**src/rtl/motion_step_scheduler_pkg.sv**
```systemverilog
// Shared types for the motion path: direction codes (also used by the
// direction FSM) and the step scheduler state encoding.
package motion_step_scheduler_pkg;

  typedef enum logic [1:0] {
    DIR_UP    = 2'b00,
    DIR_RIGHT = 2'b01,
    DIR_DOWN  = 2'b10,
    DIR_LEFT  = 2'b11
  } dir_e;

  typedef enum logic [1:0] {
    ST_IDLE,
    ST_SETTLE,
    ST_RUN,
    ST_FINISH
  } state_e;

  localparam int STEPS_W_DEF    = 8;
  localparam int CNT_W_DEF      = 16;
  localparam int SETTLE_CYC_DEF = 4;

endpackage

```
**src/rtl/motion_step_scheduler_if.sv**
```systemverilog
// Command handshake between the direction FSM (master) and the step scheduler (slave).
interface motion_step_scheduler_if #(
  parameter int STEPS_W = 8,
  parameter int CNT_W   = 16
);
  import motion_step_scheduler_pkg::*;

  logic               cmd_valid;
  logic               cmd_ready;
  dir_e               cmd_dir;
  logic [STEPS_W-1:0] cmd_steps;
  logic [CNT_W-1:0]   cmd_period;

  modport master (
    output cmd_valid, cmd_dir, cmd_steps, cmd_period,
    input  cmd_ready
  );

  modport slave (
    input  cmd_valid, cmd_dir, cmd_steps, cmd_period,
    output cmd_ready
  );

endinterface

```
**src/rtl/motion_step_scheduler_step_timer.sv**
```systemverilog
// Loadable down-counter; expire is high for the cycle the count reaches 1,
// and the counter reloads the last loaded value on that same edge.
module motion_step_scheduler_step_timer #(
  parameter int CNT_W = 16
) (
  input  logic             clk,
  input  logic             rst,
  input  logic             load,
  input  logic [CNT_W-1:0] value,
  input  logic             en,
  output logic             expire
);

  logic [CNT_W-1:0] cnt;
  logic [CNT_W-1:0] reload;

  assign expire = en && !load && (cnt == CNT_W'(1));

  always_ff @(posedge clk or posedge rst) begin
    if (rst) begin
      cnt    <= '0;
      reload <= '0;
    end else if (load) begin
      cnt    <= value;
      reload <= value;
    end else if (en) begin
      cnt <= expire ? reload : cnt - CNT_W'(1);
    end
  end

endmodule

```
**src/rtl/motion_step_scheduler.sv**
```systemverilog
// Turns one accepted move command into settle time plus timed step pulses,
// aborting on the obstacle sensor of the commanded direction.
module motion_step_scheduler
  import motion_step_scheduler_pkg::*;
#(
  parameter int STEPS_W    = 8,
  parameter int CNT_W      = 16,
  parameter int SETTLE_CYC = 4
) (
  input  logic                     clk,
  input  logic                     rst,
  motion_step_scheduler_if.slave   cmd,
  input  logic [3:0]               sensor,
  output dir_e                     motor_dir,
  output logic                     step_pulse,
  output logic                     busy,
  output logic                     done,
  output logic                     blocked,
  output logic [STEPS_W-1:0]       steps_done
);

  localparam int SW = $clog2(SETTLE_CYC + 1);

  state_e             state, state_n;
  logic [STEPS_W-1:0] steps_q;
  logic [CNT_W-1:0]   period_q;
  logic [SW-1:0]      settle_cnt;

  logic               accept, active, abort, pulse_n;
  logic               tmr_load, tmr_en, tmr_expire;
  logic [CNT_W-1:0]   period_fix, tmr_value;

  assign period_fix = (cmd.cmd_period == '0) ? CNT_W'(1) : cmd.cmd_period;
  assign accept     = (state == ST_IDLE) && cmd.cmd_valid && cmd.cmd_ready;
  assign active     = (state == ST_SETTLE) || (state == ST_RUN);
  assign abort      = active && sensor[motor_dir];

  // The timer runs during the last settle cycle so that, with the pulse
  // registered, the first strobe lands exactly period cycles into RUN.
  assign tmr_load  = (SETTLE_CYC == 1) ? (accept && (cmd.cmd_steps != '0))
                                       : ((state == ST_SETTLE) && (settle_cnt == SW'(1)));
  assign tmr_value = (state == ST_IDLE) ? period_fix : period_q;
  assign tmr_en    = ((state == ST_SETTLE) && (settle_cnt == '0)) || (state == ST_RUN);

  // steps_done already includes a pulse showing this cycle.
  assign pulse_n = tmr_expire && !abort && (steps_done < steps_q);

  motion_step_scheduler_step_timer #(.CNT_W(CNT_W)) u_timer (
    .clk    (clk),
    .rst    (rst),
    .load   (tmr_load),
    .value  (tmr_value),
    .en     (tmr_en),
    .expire (tmr_expire)
  );

  always_ff @(posedge clk or posedge rst) begin
    if (rst) state <= ST_IDLE;
    else     state <= state_n;
  end

  always_comb begin
    state_n = state;
    case (state)
      ST_IDLE:   if (accept) state_n = (cmd.cmd_steps == '0) ? ST_FINISH : ST_SETTLE;
      ST_SETTLE: begin
        if (abort)                  state_n = ST_IDLE;
        else if (settle_cnt == '0)  state_n = ST_RUN;
      end
      ST_RUN: begin
        if (abort)                                     state_n = ST_IDLE;
        else if (step_pulse && (steps_done == steps_q)) state_n = ST_FINISH;
      end
      ST_FINISH: state_n = ST_IDLE;
      default:   state_n = ST_IDLE;
    endcase
  end

  always_ff @(posedge clk or posedge rst) begin
    if (rst) begin
      cmd.cmd_ready <= 1'b0;
      busy          <= 1'b0;
      done          <= 1'b0;
      blocked       <= 1'b0;
      step_pulse    <= 1'b0;
      motor_dir     <= DIR_UP;
      steps_q       <= '0;
      period_q      <= '0;
      steps_done    <= '0;
      settle_cnt    <= '0;
    end else begin
      cmd.cmd_ready <= (state_n == ST_IDLE);
      busy          <= (state_n == ST_SETTLE) || (state_n == ST_RUN);
      done          <= (state_n == ST_FINISH);
      blocked       <= abort;
      step_pulse    <= pulse_n;
      if (accept) begin
        motor_dir  <= cmd.cmd_dir;
        steps_q    <= cmd.cmd_steps;
        period_q   <= period_fix;
        steps_done <= '0;
        settle_cnt <= SW'(SETTLE_CYC - 1);
      end else begin
        if ((state == ST_SETTLE) && (settle_cnt != '0)) settle_cnt <= settle_cnt - SW'(1);
        if (pulse_n) steps_done <= steps_done + STEPS_W'(1);
      end
    end
  end

endmodule

```
**src/flat_wrapper.sv**
```systemverilog
// flat-port wrapper written by rule: the top's interface ports become plain ports
module motion_step_scheduler_flat import motion_step_scheduler_pkg::*;
#(
  parameter int STEPS_W    = 8,
  parameter int CNT_W      = 16,
  parameter int SETTLE_CYC = 4
)
  (clk, rst, sensor, motor_dir, step_pulse, busy, done, blocked, steps_done, cmd_cmd_valid, cmd_cmd_dir, cmd_cmd_steps, cmd_cmd_period, cmd_cmd_ready);
  motion_step_scheduler_if #(.STEPS_W(STEPS_W), .CNT_W(CNT_W)) cmd_i ();
  input  logic clk;
  input  logic rst;
  input  logic [3:0] sensor;
  output dir_e motor_dir;
  output logic step_pulse;
  output logic busy;
  output logic done;
  output logic blocked;
  output logic [STEPS_W-1:0] steps_done;
  input wire logic [$bits(cmd_i.cmd_valid)-1:0] cmd_cmd_valid;
  input wire logic [$bits(cmd_i.cmd_dir)-1:0] cmd_cmd_dir;
  input wire logic [$bits(cmd_i.cmd_steps)-1:0] cmd_cmd_steps;
  input wire logic [$bits(cmd_i.cmd_period)-1:0] cmd_cmd_period;
  output wire logic [$bits(cmd_i.cmd_ready)-1:0] cmd_cmd_ready;
  assign cmd_i.cmd_valid = cmd_cmd_valid;
  assign cmd_i.cmd_dir = cmd_cmd_dir;
  assign cmd_i.cmd_steps = cmd_cmd_steps;
  assign cmd_i.cmd_period = cmd_cmd_period;
  assign cmd_cmd_ready = cmd_i.cmd_ready;
  motion_step_scheduler #(.STEPS_W(STEPS_W), .CNT_W(CNT_W), .SETTLE_CYC(SETTLE_CYC)) u_core (.clk(clk), .rst(rst), .cmd(cmd_i), .sensor(sensor), .motor_dir(motor_dir), .step_pulse(step_pulse), .busy(busy), .done(done), .blocked(blocked), .steps_done(steps_done));
endmodule
```
**config.mk**
```make
export PLATFORM = sky130hd
export DESIGN_NAME = motion_step_scheduler_flat
export DESIGN_NICKNAME = d
export VERILOG_FILES = /design/src/rtl/motion_step_scheduler_pkg.sv /design/src/rtl/motion_step_scheduler_if.sv /design/src/rtl/motion_step_scheduler_step_timer.sv /design/src/rtl/motion_step_scheduler.sv /design/src/flat_wrapper.sv
export SDC_FILE = /design/constraint.sdc
export NUM_CORES = 1
export LEC_CHECK = 0
export CORE_ASPECT_RATIO = 0.6
export CORE_UTILIZATION = 45
export CTS_BUF_LIST = sky130_fd_sc_hd__clkbuf_4 sky130_fd_sc_hd__clkbuf_8
export DETAILED_ROUTE_END_ITERATION = 8
export HOLD_SLACK_MARGIN = 0.12
export PLACE_DENSITY = 0.69
export REMOVE_ABC_BUFFERS = 1
export SLEW_MARGIN = 30
export SYNTH_ARGS = -nofsm -noshare
export SYNTH_HDL_FRONTEND = slang
export SYNTH_SLANG_ARGS = --single-unit
export TNS_END_PERCENT = 30
```
**constraint.sdc**
```tcl
create_clock -name clk -period 2.85 [get_ports clk]
set_input_delay 0.4275 -clock clk [delete_from_list [all_inputs] [get_ports clk]]
set_output_delay 0.4275 -clock clk [all_outputs]
set_load 0.005 [all_outputs]
```
==> flow_metrics.tcl <==
set metrics [dict create \
    total_routed_length_um 10200 \
    critical_path_arrival_ns 2.83 \
    critical_path.startpoint_type "flip-flop" \
    cts_made_buffers 9 \
    synth.lib_cells_used.distinct 52 \
    core_area_mm2 0.00869 \
    cts_tree "done" \
    setup_tns_ns 0 \
    layout-drive-gt1-share_pct 8.70 \
    detailedRoute.firstIterationViolations 220 \
    ys_async_rst_share_pct 100 \
    die_w_um 126 \
    yosysMostFrequentCell "nand2_1" \
    synthCells 440 \
    fin_crit_sh_pct 89.2 \
    reg2reg_from "u_core.u_timer.cnt[12]" \
    ff2ff_path_depth 5 \
    share_of_power_burned_in_the_clock_network_pct 17.6 \
    io_buffers 47 \
    final.min_clock_period_ns 2.54 \
    run_status "complete, but fails checks" \
    synth_edf_count 0 \
    max_cap_viol_count 0 \
    finish.net_count 540 \
    gpl.final_weighted_congestion 0.933 \
    synth_seq_cells 76 \
    post-place-cells 590 \
    clkLatencyLatePin_ns 0.36 \
    post_synth.cell_area_avg_um2 9.37 \
    final_cell_area_mm2 0.00490 \
    grt_first_pass_wirelength_um 16400 \
    worst-r2r-setup-slack_ns 0.31 \
    setup_violations 0 \
    cp-end-kind "flip-flop" \
    flow.area_growth_from_synthesis_pct 18.9 \
    critical_path_required_ns 3.13 \
    ctsHoldBuffers 0 \
    internal-power_uw 2660 \
    netSwitchingPower_uw 1610 \
    syn_area_mm2 0.00412 \
    antenna_found_initial 0 \
    vias_per_cell 5.56 \
    std_cell_rows 26 \
    r2r-end "u_core.steps_done[6]" \
    power_leakage_uw 0.00236 \
    route.detailed.drc 2 \
    failed_checks "design-rule violations" \
    detailedPlacementHpwl_um 7490 \
    synth_flop_cell "dfrtp_1" \
    grt_pass1_vias 3156 \
    clk_pin_slew_ns 0.07 \
    synth.yosys.seq_area_share_pct 46.1 \
    drt_pass1_iterations 7 \
    finalHoldViolations 0 \
    power.share.switching_pct 37.7 \
    synth_top_cells_by_count "87 x nand2_1, 76 x dfrtp_1, 33 x o21ai_0" \
    clock-skew-final_ns 0.00525 \
    yosysTopAreaCell "dfrtp_1" \
    hold_path.class "in -> async" \
    instances_no_fill 606 \
    pin_count_of_the_biggest_net_entering_global_routing 77 \
    ys_warn_count 0 \
    synthDominantCellAreaShare_pct 46.1 \
    power_per_cell_area_mw_per_mm2 873 \
    crit_type "reg -> reg" \
    avgRoutedWirePerCell_um 16.8 \
    htree_levels 3 \
    fp.dieArea_mm2 0.00956 \
    synth_area_leaders "dfrtp_1 46%, nand2_1 7.9%, mux2i_1 5.8%" \
    vdd_ir_drop_max_mv 0.376 \
    num_antenna_cells 0 \
    timing_max_transition_violations_final 0 \
    timing.slew.headroom_pct 45.6 \
    worst_setup_path_startpoint "u_core.u_timer.cnt[12]" \
    tightest_slew_ns 0.816 \
    cell_chosen_for_the_clock_root "clkbuf_8" \
    rsz0062_at_grt "no" \
    ioPinCount 48 \
    num_vias 3372 \
    critPathMaxFanout 6 \
    grt_use_total_pct 22.6 \
    ctsResizeCount 0 \
    sequential_share_of_power_pct 43.3 \
    sum_of_overflow_across_all_layers_after_global_routing 0 \
    post_dp_cell_area_mm2 0.00472 \
    drt.antenna.violating_nets 0 \
    floorplan.initialDensity_pct 47.5 \
    die_h_um 76.1 \
    power.share.combinational_pct 39.0 \
    clkSinkCount 76 \
    max_freq_mhz 393 \
    cts_setup_buffers 0 \
    clockBufferDepth 2 \
]
[layout by cell type, fill, tap and decap left out, drive strengths merged, types with 2 or more instances in the layout]
master,count
nor3,8
nand2,87
or2,2
nor4,10
nand2b,7
a21oi,19
dfrtp,76
clkdlybuf4s50,47
mux2i,24
nor2b,5
a221o,2
or4,6
and3,2
a211oi,2
o21ai,33
a21o,12
o21a,5
xor2,5
ha,18
mux2,2
or3,4
clkinv,2
clkbuf,14
o221a,3
o31ai,4
nor2,28
inv,20
a21boi,2
nand3,9
xnor2,8
nand4,4
buf,10
o211ai,2
[sequential cells by signal, indices dropped and copies added (netlist names)]
| register | cells |
|---|---|
| u_core.step_pulse | 1 |
| u_core.period_q | 16 |
| u_core.steps_q | 8 |
| u_core.u_timer.cnt | 16 |
| u_core.motor_dir | 2 |
| u_core.busy | 1 |
| u_core.cmd.cmd_ready | 1 |
| u_core.steps_done | 8 |
| u_core.settle_cnt | 3 |
| u_core.done | 1 |
| u_core.state | 2 |
| u_core.blocked | 1 |
| u_core.u_timer.reload | 16 |
[cell families after synthesis]
group                    after synthesis  share of synthesized area, %
adder cells (fa/ha/maj)               18                          5.46
multiplexers                          27                          6.92
AND/OR/NAND/NOR                      177                          20.7
flip-flops                            76                          46.1
buffers and inverters                 39                          4.22
XOR/XNOR                              13                          2.76
AO/OA/AOI/OAI                         90                          13.8
[worst max path at each step]
stage,endpoint,slack (ns),depth (start not counted)
global route,u_core.steps_done[6],0.17,5
detailed placement,u_core.steps_done[6],0.36,5
CTS,u_core.steps_done[6],0.34,5
finish,u_core.steps_done[6],0.31,5
floorplan,u_core.busy,0.09,7
global placement,u_core.steps_done[4],0.47,5
[worst max-delay path, stage by stage, from the launching register on]
cell and delay, ns:
dfrtp_1 0.41, or4_2 0.73, nor3_2 0.39, nand4_2 0.25
or4_1 0.51, a21oi_1 0.17
[layout make-up]
| type | instances | area (µm²) |
|---|---|---|
| Clock buffer | 14 | 168 |
| Clock inverter | 2 | 10.0 |
| Fill cell | 805 | 3790 |
| Inverter | 20 | 75.1 |
| Multi-Input combinational cell | 325 | 2050 |
| Sequential cell | 76 | 1900 |
| Tap cell | 112 | 140 |
| Timing Repair Buffer | 57 | 558 |
[layer usage]
layer / up-vias / track usage, % / wire length (µm)
li1: 1627 / - / -
met1: 1612 / 33.7 / 5260
met2: 116 / 32.2 / 4140
met3: 17 / 5.48 / 651
met4: 0 / 6.71 / 122
met5: - / 0 / 0
[power by group through the flow]
| stage | clock, µW | sequential, µW | combinational, µW |
|---|---|---|---|
| after floorplan | 0 | 1770 | 1170 |
| after global placement | 0 | 1840 | 1580 |
| after detailed placement | 0 | 1860 | 1670 |
| after CTS | 781 | 1840 | 1670 |
| after global routing | 817 | 1910 | 1880 |
| final | 754 | 1850 | 1670 |
[per-stage QoR]
| stage | hold WS (ns) | worst slack [ns] | power [µW] | utilization [%] |
|---|---|---|---|---|
| after global routing | 0.496 | 0.174 | 4610 | 56.4 |
| after detailed placement | 0.461 | 0.361 | 3530 | 54.4 |
| after floorplan | 0.444 | 0.0901 | 2950 | - |
| final | 0.455 | 0.309 | 4270 | 56.4 |
| after global placement | 0.457 | 0.471 | 3420 | 54.4 |
| after CTS | 0.477 | 0.335 | 4300 | 56.4 |
(Power assumes the default switching activity.)
